$ cat src/rtl/serial_rx_package_pkg.sv
// Shared definitions for the serial package receiver (and its transmitter
// counterpart): FSM state encodings and the bit-timer terminal counts.
//   half_tc(tw) : timer value on the enabled cycle that completes P/2
//   full_tc(tw) : timer value on the enabled cycle that completes P
// where P = 2**tw enabled clock cycles per serial bit.
package serial_rx_package_pkg;

  typedef enum logic [1:0] {
    ST_IDLE  = 2'd0,
    ST_START = 2'd1,
    ST_DATA  = 2'd2,
    ST_STOP  = 2'd3
  } rx_state_e;

  function automatic int half_tc(input int tw);
    return ((1 << tw) / 2) - 1;
  endfunction

  function automatic int full_tc(input int tw);
    return (1 << tw) - 1;
  endfunction

endpackage

$ cat src/rtl/serial_rx_package_word.sv
// serial_rx_word: receives one UART-style word (start 0, LSB-first data,
// stop 1) from an asynchronous line.
//   clk, rst   : clock, synchronous active-high reset
//   ce         : clock enable for FSM, timer and shift register
//   rx         : raw serial line (idle high)
//   word       : shift register contents (valid when word_done is high)
//   word_done  : combinational strobe, good stop bit sampled this cycle
//   frame_err  : combinational strobe, bad stop bit sampled this cycle
//   busy       : FSM not idle
//
// state    | meaning
// ---------+------------------------------------------------
// ST_IDLE  | line idle, waiting for rxs low
// ST_START | waiting P/2 to re-check the start bit mid-bit
// ST_DATA  | sampling WordWidth data bits every P
// ST_STOP  | waiting P to sample the stop bit
module serial_rx_word
  import serial_rx_package_pkg::*;
#(
  parameter int WordWidth        = 8,
  parameter int SerialTimerWidth = 3
) (
  input  logic                 clk,
  input  logic                 rst,
  input  logic                 ce,
  input  logic                 rx,
  output logic [WordWidth-1:0] word,
  output logic                 word_done,
  output logic                 frame_err,
  output logic                 busy
);

  localparam int BitCountWidth = (WordWidth > 1) ? $clog2(WordWidth) : 1;
  localparam logic [SerialTimerWidth-1:0] HalfTc =
    SerialTimerWidth'(half_tc(SerialTimerWidth));
  localparam logic [SerialTimerWidth-1:0] FullTc =
    SerialTimerWidth'(full_tc(SerialTimerWidth));
  localparam logic [BitCountWidth-1:0] LastBit = BitCountWidth'(WordWidth - 1);

  logic [1:0]                  sync_q;
  logic                        rxs;
  rx_state_e                   state, state_nxt;
  logic [SerialTimerWidth-1:0] timer, timer_nxt;
  logic [BitCountWidth-1:0]    bit_cnt, bit_cnt_nxt;
  logic [WordWidth-1:0]        shreg, shreg_nxt;

  assign rxs  = sync_q[1];
  assign word = shreg;
  assign busy = (state != ST_IDLE);

  // Synchronizer runs every cycle; only the FSM side honours ce.
  always_ff @(posedge clk) begin
    if (rst) begin
      sync_q  <= 2'b11;
      state   <= ST_IDLE;
      timer   <= '0;
      bit_cnt <= '0;
      shreg   <= '0;
    end else begin
      sync_q  <= {sync_q[0], rx};
      state   <= state_nxt;
      timer   <= timer_nxt;
      bit_cnt <= bit_cnt_nxt;
      shreg   <= shreg_nxt;
    end
  end

  always_comb begin
    state_nxt   = state;
    timer_nxt   = timer;
    bit_cnt_nxt = bit_cnt;
    shreg_nxt   = shreg;
    word_done   = 1'b0;
    frame_err   = 1'b0;
    if (ce) begin
      case (state)
        ST_IDLE: begin
          if (!rxs) begin
            state_nxt = ST_START;
            timer_nxt = '0;
          end
        end
        ST_START: begin
          if (timer == HalfTc) begin
            timer_nxt   = '0;
            bit_cnt_nxt = '0;
            // A start bit that is gone by mid-bit was a glitch.
            state_nxt   = rxs ? ST_IDLE : ST_DATA;
          end else begin
            timer_nxt = timer + 1'b1;
          end
        end
        ST_DATA: begin
          if (timer == FullTc) begin
            timer_nxt = '0;
            // LSB first: shift right, new bit enters at the MSB.
            shreg_nxt = shreg >> 1;
            shreg_nxt[WordWidth-1] = rxs;
            if (bit_cnt == LastBit) state_nxt = ST_STOP;
            else bit_cnt_nxt = bit_cnt + 1'b1;
          end else begin
            timer_nxt = timer + 1'b1;
          end
        end
        ST_STOP: begin
          if (timer == FullTc) begin
            timer_nxt = '0;
            state_nxt = ST_IDLE;
            if (rxs) word_done = 1'b1;
            else frame_err = 1'b1;
          end else begin
            timer_nxt = timer + 1'b1;
          end
        end
        default: state_nxt = ST_IDLE;
      endcase
    end
  end

endmodule

$ cat src/rtl/serial_rx_package.sv
// serial_rx_package: assembles 2**AddressWidth serial words into a package.
//   clk, rst : clock, synchronous active-high reset
//   ce       : clock enable for the receive path
//   rx       : serial line (idle high)
//   data     : last complete package, word k at data[k*WordWidth +: WordWidth]
//   valid    : one-cycle pulse when data is updated
//   err      : one-cycle pulse on a framing error (package restarts at word 0)
//   busy     : receiver FSM not idle
module serial_rx_package
  import serial_rx_package_pkg::*;
#(
  parameter int AddressWidth     = 2,
  parameter int WordWidth        = 8,
  parameter int SerialTimerWidth = 3
) (
  input  logic                                   clk,
  input  logic                                   rst,
  input  logic                                   ce,
  input  logic                                   rx,
  output logic [(2**AddressWidth)*WordWidth-1:0] data,
  output logic                                   valid,
  output logic                                   err,
  output logic                                   busy
);

  localparam int PkgWidth = (2**AddressWidth) * WordWidth;

  logic [WordWidth-1:0]    word;
  logic                    word_done;
  logic                    frame_err;
  logic [AddressWidth-1:0] addr;
  logic [PkgWidth-1:0]     pkg_buf, pkg_nxt;

  serial_rx_word #(
    .WordWidth        (WordWidth),
    .SerialTimerWidth (SerialTimerWidth)
  ) u_word (
    .clk       (clk),
    .rst       (rst),
    .ce        (ce),
    .rx        (rx),
    .word      (word),
    .word_done (word_done),
    .frame_err (frame_err),
    .busy      (busy)
  );

  // Staging buffer with the incoming word merged in; data only ever gets a
  // full copy of it, so partial packages stay invisible.
  always_comb begin
    pkg_nxt = pkg_buf;
    pkg_nxt[addr*WordWidth +: WordWidth] = word;
  end

  // Strobes from the word receiver only fire with ce=1, so valid/err drop
  // the following cycle regardless of ce.
  always_ff @(posedge clk) begin
    if (rst) begin
      addr    <= '0;
      pkg_buf <= '0;
      data    <= '0;
      valid   <= 1'b0;
      err     <= 1'b0;
    end else begin
      valid <= 1'b0;
      err   <= 1'b0;
      if (word_done) begin
        pkg_buf <= pkg_nxt;
        addr    <= addr + 1'b1;
        if (addr == '1) begin
          data  <= pkg_nxt;
          valid <= 1'b1;
        end
      end else if (frame_err) begin
        addr <= '0;
        err  <= 1'b1;
      end
    end
  end

endmodule

$ cat config.mk
export PLATFORM = sky130hd
export DESIGN_NAME = serial_rx_package
export DESIGN_NICKNAME = d
export VERILOG_FILES = /design/src/rtl/serial_rx_package_pkg.sv /design/src/rtl/serial_rx_package_word.sv /design/src/rtl/serial_rx_package.sv
export SDC_FILE = /design/constraint.sdc
export NUM_CORES = 1
export LEC_CHECK = 0
export ABC_AREA = 1
export BUFFER_PORTS_ARGS = -buffer_cell sky130_fd_sc_hd__buf_4
export CAP_MARGIN = 10
export CORE_MARGIN = 10
export CORE_UTILIZATION = 40
export CTS_BUF_LIST = sky130_fd_sc_hd__clkbuf_2
export DETAILED_ROUTE_END_ITERATION = 16
export GPL_TIMING_DRIVEN = 0
export RECOVER_POWER = 100
export SLEW_MARGIN = 20
export SYNTH_ARGS = -nofsm -noshare
export SYNTH_HDL_FRONTEND = slang
export SYNTH_SLANG_ARGS = --single-unit
$ cat constraint.sdc
create_clock -name clk -period 3.5 [get_ports clk]
set_input_delay 0.175 -clock clk [delete_from_list [all_inputs] [get_ports clk]]
set_output_delay 0.175 -clock clk [all_outputs]
set_load 0.02 [all_outputs]
==> results.md, run 1 <==
* Final WL at between 8000 and 9000 µm
* Clock transition at path regs at ~190 ps
* Initial Utilization at slightly above 40%
* Top post-synthesis cells by area: dfxtp_1, nor2_1, o21ai_0
* Post-synthesis register bit count at between 70 and 80
* Worst slew margin at 48.63%
* Switching pwr at between 300 and 400 µW
* Root Buffer: clkbuf_2
* Gate Count Post-Synth at approximately 450
* RSZ-0062 raised after global routing: no
* Clock power share at between 30% and 40%
* Largest net degree at the start of global routing at 14
* PwrDens at 400.0 nW/µm²
* Setup CP Type: flip-flop to flip-flop
* Die area at approximately 12,000 µm²
* Post-DP Area at between 3000 and 4000 µm²
* Initial drt markers at roughly 170
* Setup TNS at 0 ps
* Max VDD drop at 0.0001977 V
* Area grow syn2layout at 11.81%
* TritonRoute pass-1 iters at 5
* Clock Latency Late Sink at 510 ps
* Period minus WS final at approximately 2700 ps
* Drt wl/cell at between 10 and 15 µm
* H-Tree Depth at 3
* Crit share post-route at 76.49%
* Port bufs at 38
* Die Height at approximately 110 µm
* Setup violators final at 0
* # IOs at 39
* Post-synth EDFFs at 0
* Crit. End Element: flip-flop
* Startpoint Class: flip-flop
* Reg power frac at 60.1%
* Post-synth net total at around 460
* CP required at 3910 ps
* Synth top area share at a little under half
* Die W at 111.4 µm
* DR vias at 2,987
* TritonCTS clock tree: built
* Core Area at 8175 µm²
* Drt drc at 0
* Post-synthesis cell area at 3338 µm²
* Clk_skew at between 30 and 40 ps
* Design area at around 3700 µm²
* # Max-Cap Violations at 0
* Initial antenna violation count at 0
* Site Rows at 33
* Antenna-violating nets left at 0
* Worst Path Max Fanout at 10
* Asr flop ratio synth at 0%
* Yosys Warn Count at 0
* Dominant synthesized flop cell: dfxtp_1
* Fin Hold WS at about 440 ps
* P_int at between 1 and 1.5 mW
* Layout cells sized above 1 at slightly below 6%
* Sw Ratio at 23.03%
* Status: completed
* Worst min path class: flip-flop to flip-flop
* Commonest cells post-synth: nor2_1, dfxtp_1, nand2_1
* Layout Nets at between 500 and 600
* Combinational share of power at under 10%
* Seq/Total Area, Yosys at between 40% and 50%
* Hpwl dp at 5964 µm
* Total GRT Usage at between 10% and 20%
* Synthesized area per cell at between 7 and 8 µm²
* # clock sinks at roughly 80
* CTS Buffer Depth at 2
* Via/cell ratio at 4.889
* Synth cell types at 26
* Num CTS Buffers at 9
* Worst-Margin Slew at between 700 and 800 ps
* Final Hold Fails at 0
* Antenna diode count at 0
* Pleak at roughly 1.5 nW
* Vias in the first global route at roughly 2,600
* Setup bufs post-CTS at 0
* Peak Freq at 373.5 MHz
* Fin. max-slew vios at 0
* Global-route wire length before repair at 13,100 µm
* Leading area contributor after synthesis: dfxtp_1
* Total gr overflow at 0
* Count leader, synth: nor2_1
* GP Congestion at 0.8565
* CP arrival at just over 3000 ps
state kept, by name, summed over array words and instances, names as in the netlist, named ones only:
register	flops
addr	2
data	32
err	1
pkg_buf	24
u_word.bit_cnt	3
u_word.state	1
u_word.sync_q	2
u_word.timer	3
u_word.word	8
valid	1
power by group through the flow:
stage / Sequential [mW] / Combinational [mW] / Clock, mW
after floorplan: 0.914 / 0.0308 / 0
after global placement: 0.914 / 0.0467 / 0
after detailed placement: 0.914 / 0.0476 / 0
after CTS: 0.897 / 0.0512 / 0.566
after global routing: 0.898 / 0.0551 / 0.615
final: 0.897 / 0.0488 / 0.547
area by class of cell:
cell class / count / area [µm²]
clock buffer: 10 / 50.05
tap: 105 / 131.4
timing repair buffer: 42 / 193.9
buffer: 22 / 95.09
clock inverter: 6 / 86.33
inverter: 45 / 168.9
fill: 866 / 4443
sequential: 78 / 1562
multi-input combinational: 303 / 1445
critical path: stages, from the launching register on:
cell and delay, ps:
dfxtp_1 410, ha_1 240, ha_1 190, nand2_1 50, clkinv_1 50, nand3_1 150, nor2_1 630, inv_1 280
clkbuf_1 320, nor2_1 220, nor2_1 70
through the flow:
| stage | power, mW | util [%] | cells | setup WS (ps) |
|---|---|---|---|---|
| CTS | 1.514 | 48.09 | 611 | 1234 |
| floorplan | 0.9445 | - | 448 | 1666 |
| detailed placement | 0.9621 | 45.93 | 591 | 1275 |
| finish | 1.493 | 45.65 | 611 | 822.8 |
| global route | 1.569 | 45.65 | 611 | 492.5 |
| global placement | 0.9609 | 45.93 | 591 | 1235 |
final timing paths:
kind                                       start               end  slack (ps)  depth (start not counted)
worst max register to register   u_word.timer[0]           data[2]         820                         10
worst min register to register  u_word.sync_q[0]  u_word.sync_q[1]         440                          1
worst max-delay path             u_word.timer[0]           data[2]         820                         10
worst min-delay path            u_word.sync_q[0]  u_word.sync_q[1]         440                          1
metal layers:
| metal | track usage (%) | vias to the layer above | share of wire [%] |
|---|---|---|---|
| li1 | - | 1551 | - |
| met1 | 15.74 | 1339 | 47 |
| met2 | 21.06 | 90 | 47 |
| met3 | 3.650 | 7 | 5.7 |
| met4 | 3.599 | 0 | 0.98 |
| met5 | 0 | - | 0 |
logic make-up after synthesis:
kind of cell    share of synthesized area, %
compound gates                         14.77
fa+ha+maj                              4.498
buf+inv                                8.845
flops                                  46.78
simple gates                           25.11
placed cells by master, fill, tap and decap left out:
cell           synthesis  final
clkinv_4               0      2
clkinv_2               0      1
clkbuf_1               3     46
clkinv_1               2      4
buf_4                  2      4
inv_1                 39     42
buf_2                 10      7
buf_1                  3      3
or2_2                  2      2
nor2_4                 3      2
a211oi_1               1      1
nand3_1               21     22
o21ai_0               60     62
bufinv_16              0      2
nand3b_1               1      1
o22ai_1               24     24
clkbuf_2               1     10
nand4_1                1      1
nand2_1               76     76
dlygate4sd3_1          0      4
ha_1                  12     12
nor2_1                92     94
a21oi_1                5      5
dfxtp_1               78     78
nor3_1                 1      1
repair_timing:
| action | CTS | global route |
|---|---|---|
| resized for setup | 0 | 0 |
| endpoints found under the hold margin | 11 | 0 |
| hold buffers | 4 | 0 |
Power figures use the tool's default switching activity.
==> run 2: changes to the inputs <==
- clock period: 3.5 -> 2.2 ns (I/O delays scaled with it)
==> run 2 against run 1 <==
- hold slack is essentially flat
- fmax increased by 35%
- clock skew is 5.0 ps lower
- via count hardly changed
- sequential power rose by 59%
- register-to-register slack lost 600 ps
- critical path depth is 1 lower
- flip-flop and latch count did not move
- count of clock-buffer cells in the layout is the same
- setup slack lost 600 ps
- critical endpoint is now data[23]
- largest cell class unchanged
- largest power group unchanged
==> results.md, run 2 (same netlist as run 1, synthesis figures left out) <==
* PwrDens at 624.3 nW/µm² (+56%)
* Placed insts at 591 (unchanged)
* Crit path largest cell delay at 400 ps (-230 ps)
* # Max-Cap Violations at 0 (unchanged)
* Global route hottest layer: met2
* Setup violators final at 0 (unchanged)
* # IOs at 39 (unchanged)
* Period minus WS final at 1981 ps (-696.4 ps)
* Fillcell total at 851 (-1.7%)
* Met3 Usage GRT at 3.650% (unchanged)
* WP depth at 9 (-1)
* FF-to-FF path depth at 9 (-1)
* Area grow syn2layout at 13.91%
* Startpoint Class: flip-flop
* Layout Nets at 517 (unchanged)
* Critical path buffers and inverters at 3 (unchanged)
* R2R setup slack at 220 ps (-600 ps)
* Max VDD drop at 0.0003161 V (+60%)
* Clock transition at path regs at 190 ps (about the same)
* Initial Utilization at 40.83% (unchanged)
* CP required at 2640 ps (-1270 ps)
* Largest register FFs at 32 (unchanged)
* # clock sinks at 78 (unchanged)
* Sequential Area at 1562 µm² (unchanged)
* Global-route wire length before repair at 13,100 µm (unchanged)
* Critical-path cell list: buf_2 -> inv_4 -> ha_1 -> inv_1 -> nor2_1 -> nand3_2 -> o22ai_1 -> nor2_1 -> nor2_1
* DR vias at 2,986 (-0.033%)
* Drt drc at 0 (unchanged)
* Total Power at 2.374 mW (+59%)
* Fin. max-slew vios at 0 (unchanged)
* Most frequent CP cell: nor2_1
* Total gr overflow at 0 (unchanged)
* Drt wl/cell at 13.36 µm (-0.23%)
* Post-DP Area at 3755 µm² (unchanged)
* Design area at 3802 µm² (+1.9%)
* Final WS setup at 219.3 ps (-603.6 ps)
* Fin cells at 611 (unchanged)
* Num CTS Buffers at 9 (unchanged)
* Initial drt markers at 199 (+16%)
* Clk_skew at 29.00 ps (-4.964 ps)
* Peak Freq at 504.9 MHz (+35%)
* Worst min path class: flip-flop to flip-flop
* Reg2reg start: addr[0]
* Vias in the first global route at 2,638 (unchanged)
* Worst Path Max Fanout at 12 (+2)
* Die W at 111.4 µm (unchanged)
* Port bufs at 38 (unchanged)
* Site Rows at 33 (unchanged)
* Antenna diode count at 0 (unchanged)
* RSZ-0062 raised after global routing: no
* Pleak at 1.599 nW (+4.3%)
* Clock Latency Late Sink at 510 ps (about the same)
* Worst Setup SP: addr[0]
* Delay-heaviest family, CP: simple AND/OR/NAND/NOR gates
* Initial antenna violation count at 0 (unchanged)
* Crit share post-route at 90.03% (+14 points)
* TritonRoute pass-1 iters at 5 (unchanged)
* GRT met2 Usage at 21.06% (unchanged)
* Final Hold Fails at 0 (unchanged)
* Largest net degree at the start of global routing at 14 (unchanged)
* Antenna-violating nets left at 0 (unchanged)
* GP Congestion at 0.8565 (unchanged)
* Hpwl dp at 5964 µm (unchanged)
* Largest Register: data
* CP arrival at 2420 ps (-670 ps)
* Via/cell ratio at 4.887 (about the same)
* Layout cells sized above 1 at 9.091% (+3.2 points)
* CP max-delay cell: dfxtp_1
* Final WL at 8166 µm (-0.23%)
* TritonCTS clock tree: built
* Status: completed
* Setup CP Type: flip-flop to flip-flop
* Setup WS pre-CTS at -24.71 ps (-1300 ps)
* Fin Hold WS at 445.2 ps (+0.4280 ps)
* Commonest non-fill, non-tap cell in the layout: nor2_1
* Area of the multi-input gates at 1486 µm² (+2.9%)
* Worst slew margin at 62.89% (+14 points)
* R2R Path End: data[23]
* Met1 GRT Util at 15.74% (unchanged)
* H-Tree Depth at 3 (unchanged)
* Most frequent cells in the layout: nor2_1, dfxtp_1, nand2_1, o21ai_0, clkbuf_1
* Total GRT Usage at 12.73% (unchanged)
* Die Height at 111.4 µm (unchanged)
* Die area at 12,400 µm² (unchanged)
* CTS Buffer Depth at 2 (unchanged)
* CP endpoint: data[23]
* Root Buffer: clkbuf_2
* Core Area at 8175 µm² (unchanged)
* Crit. End Element: flip-flop
* Worst-Margin Slew at 556.6 ps (-211.2 ps)
## run 2: changes by cell type in the layout (fill, tap and decap cells not counted), moves of 2 or more
cell      before  now
buf_6          0    3
inv_2          0    4
buf_2          7   10
inv_1         42   39
nand3_1       22   19
nand3_2        0    2
clkinv_1       4    2
clkbuf_1      46   40
## run 2: how the worst min path moves through the flow
stage	startpoint	end	slack, ps	depth (start not counted)
6_report	u_word.sync_q[0]	u_word.sync_q[1]	450	1
5_1_grt	ce	u_word.timer[0]	440	5
4_1_cts	rst	valid	370	3
3_5_place_dp	rx	u_word.sync_q[0]	300	2
3_3_place_gp	rx	u_word.sync_q[0]	300	2
2_1_floorplan	rst	u_word.timer[1]	180	1
## run 2: area by class of cell
| cell class | count | share of cell area, % |
|---|---|---|
| Sequential cell | 78 | 41.07 |
| Multi-Input combinational cell | 303 | 39.09 |
| Tap cell | 105 | 3.455 |
| Timing Repair Buffer | 42 | 5.100 |
| Clock buffer | 10 | 1.316 |
| Inverter | 45 | 4.508 |
| Clock inverter | 6 | 2.270 |
| Buffer | 22 | 3.192 |
## run 2: timing repair
item                                    CTS  global route
gates resized for setup                   1             4
setup buffers                             0             0
endpoints found under the setup margin   27            42
hold endpoints to repair                 15             0
pin swaps                                 0             0
gates cloned                              0             0
hold buffers                              4             0
## run 2: layer usage
metal	vias to the layer above	part of all wire, %
li1	1552	-
met1	1343	46
met2	85	48
met3	6	5.8
met4	0	0.86
met5	-	0
## run 2: through the flow
step	util, %	setup TNS [ps]
floorplan	-	0
global placement	45.93	-521.8
detailed placement	45.93	-239.6
CTS	48.10	0
global route	46.51	0
finish	46.51	0
## run 2: power breakdown
part           internal [mW]  switching, mW  total, mW
registers               1.42        0.00439       1.43
logic                 0.0264         0.0516     0.0780
clock network          0.380          0.489      0.869
total                   1.83          0.545       2.37
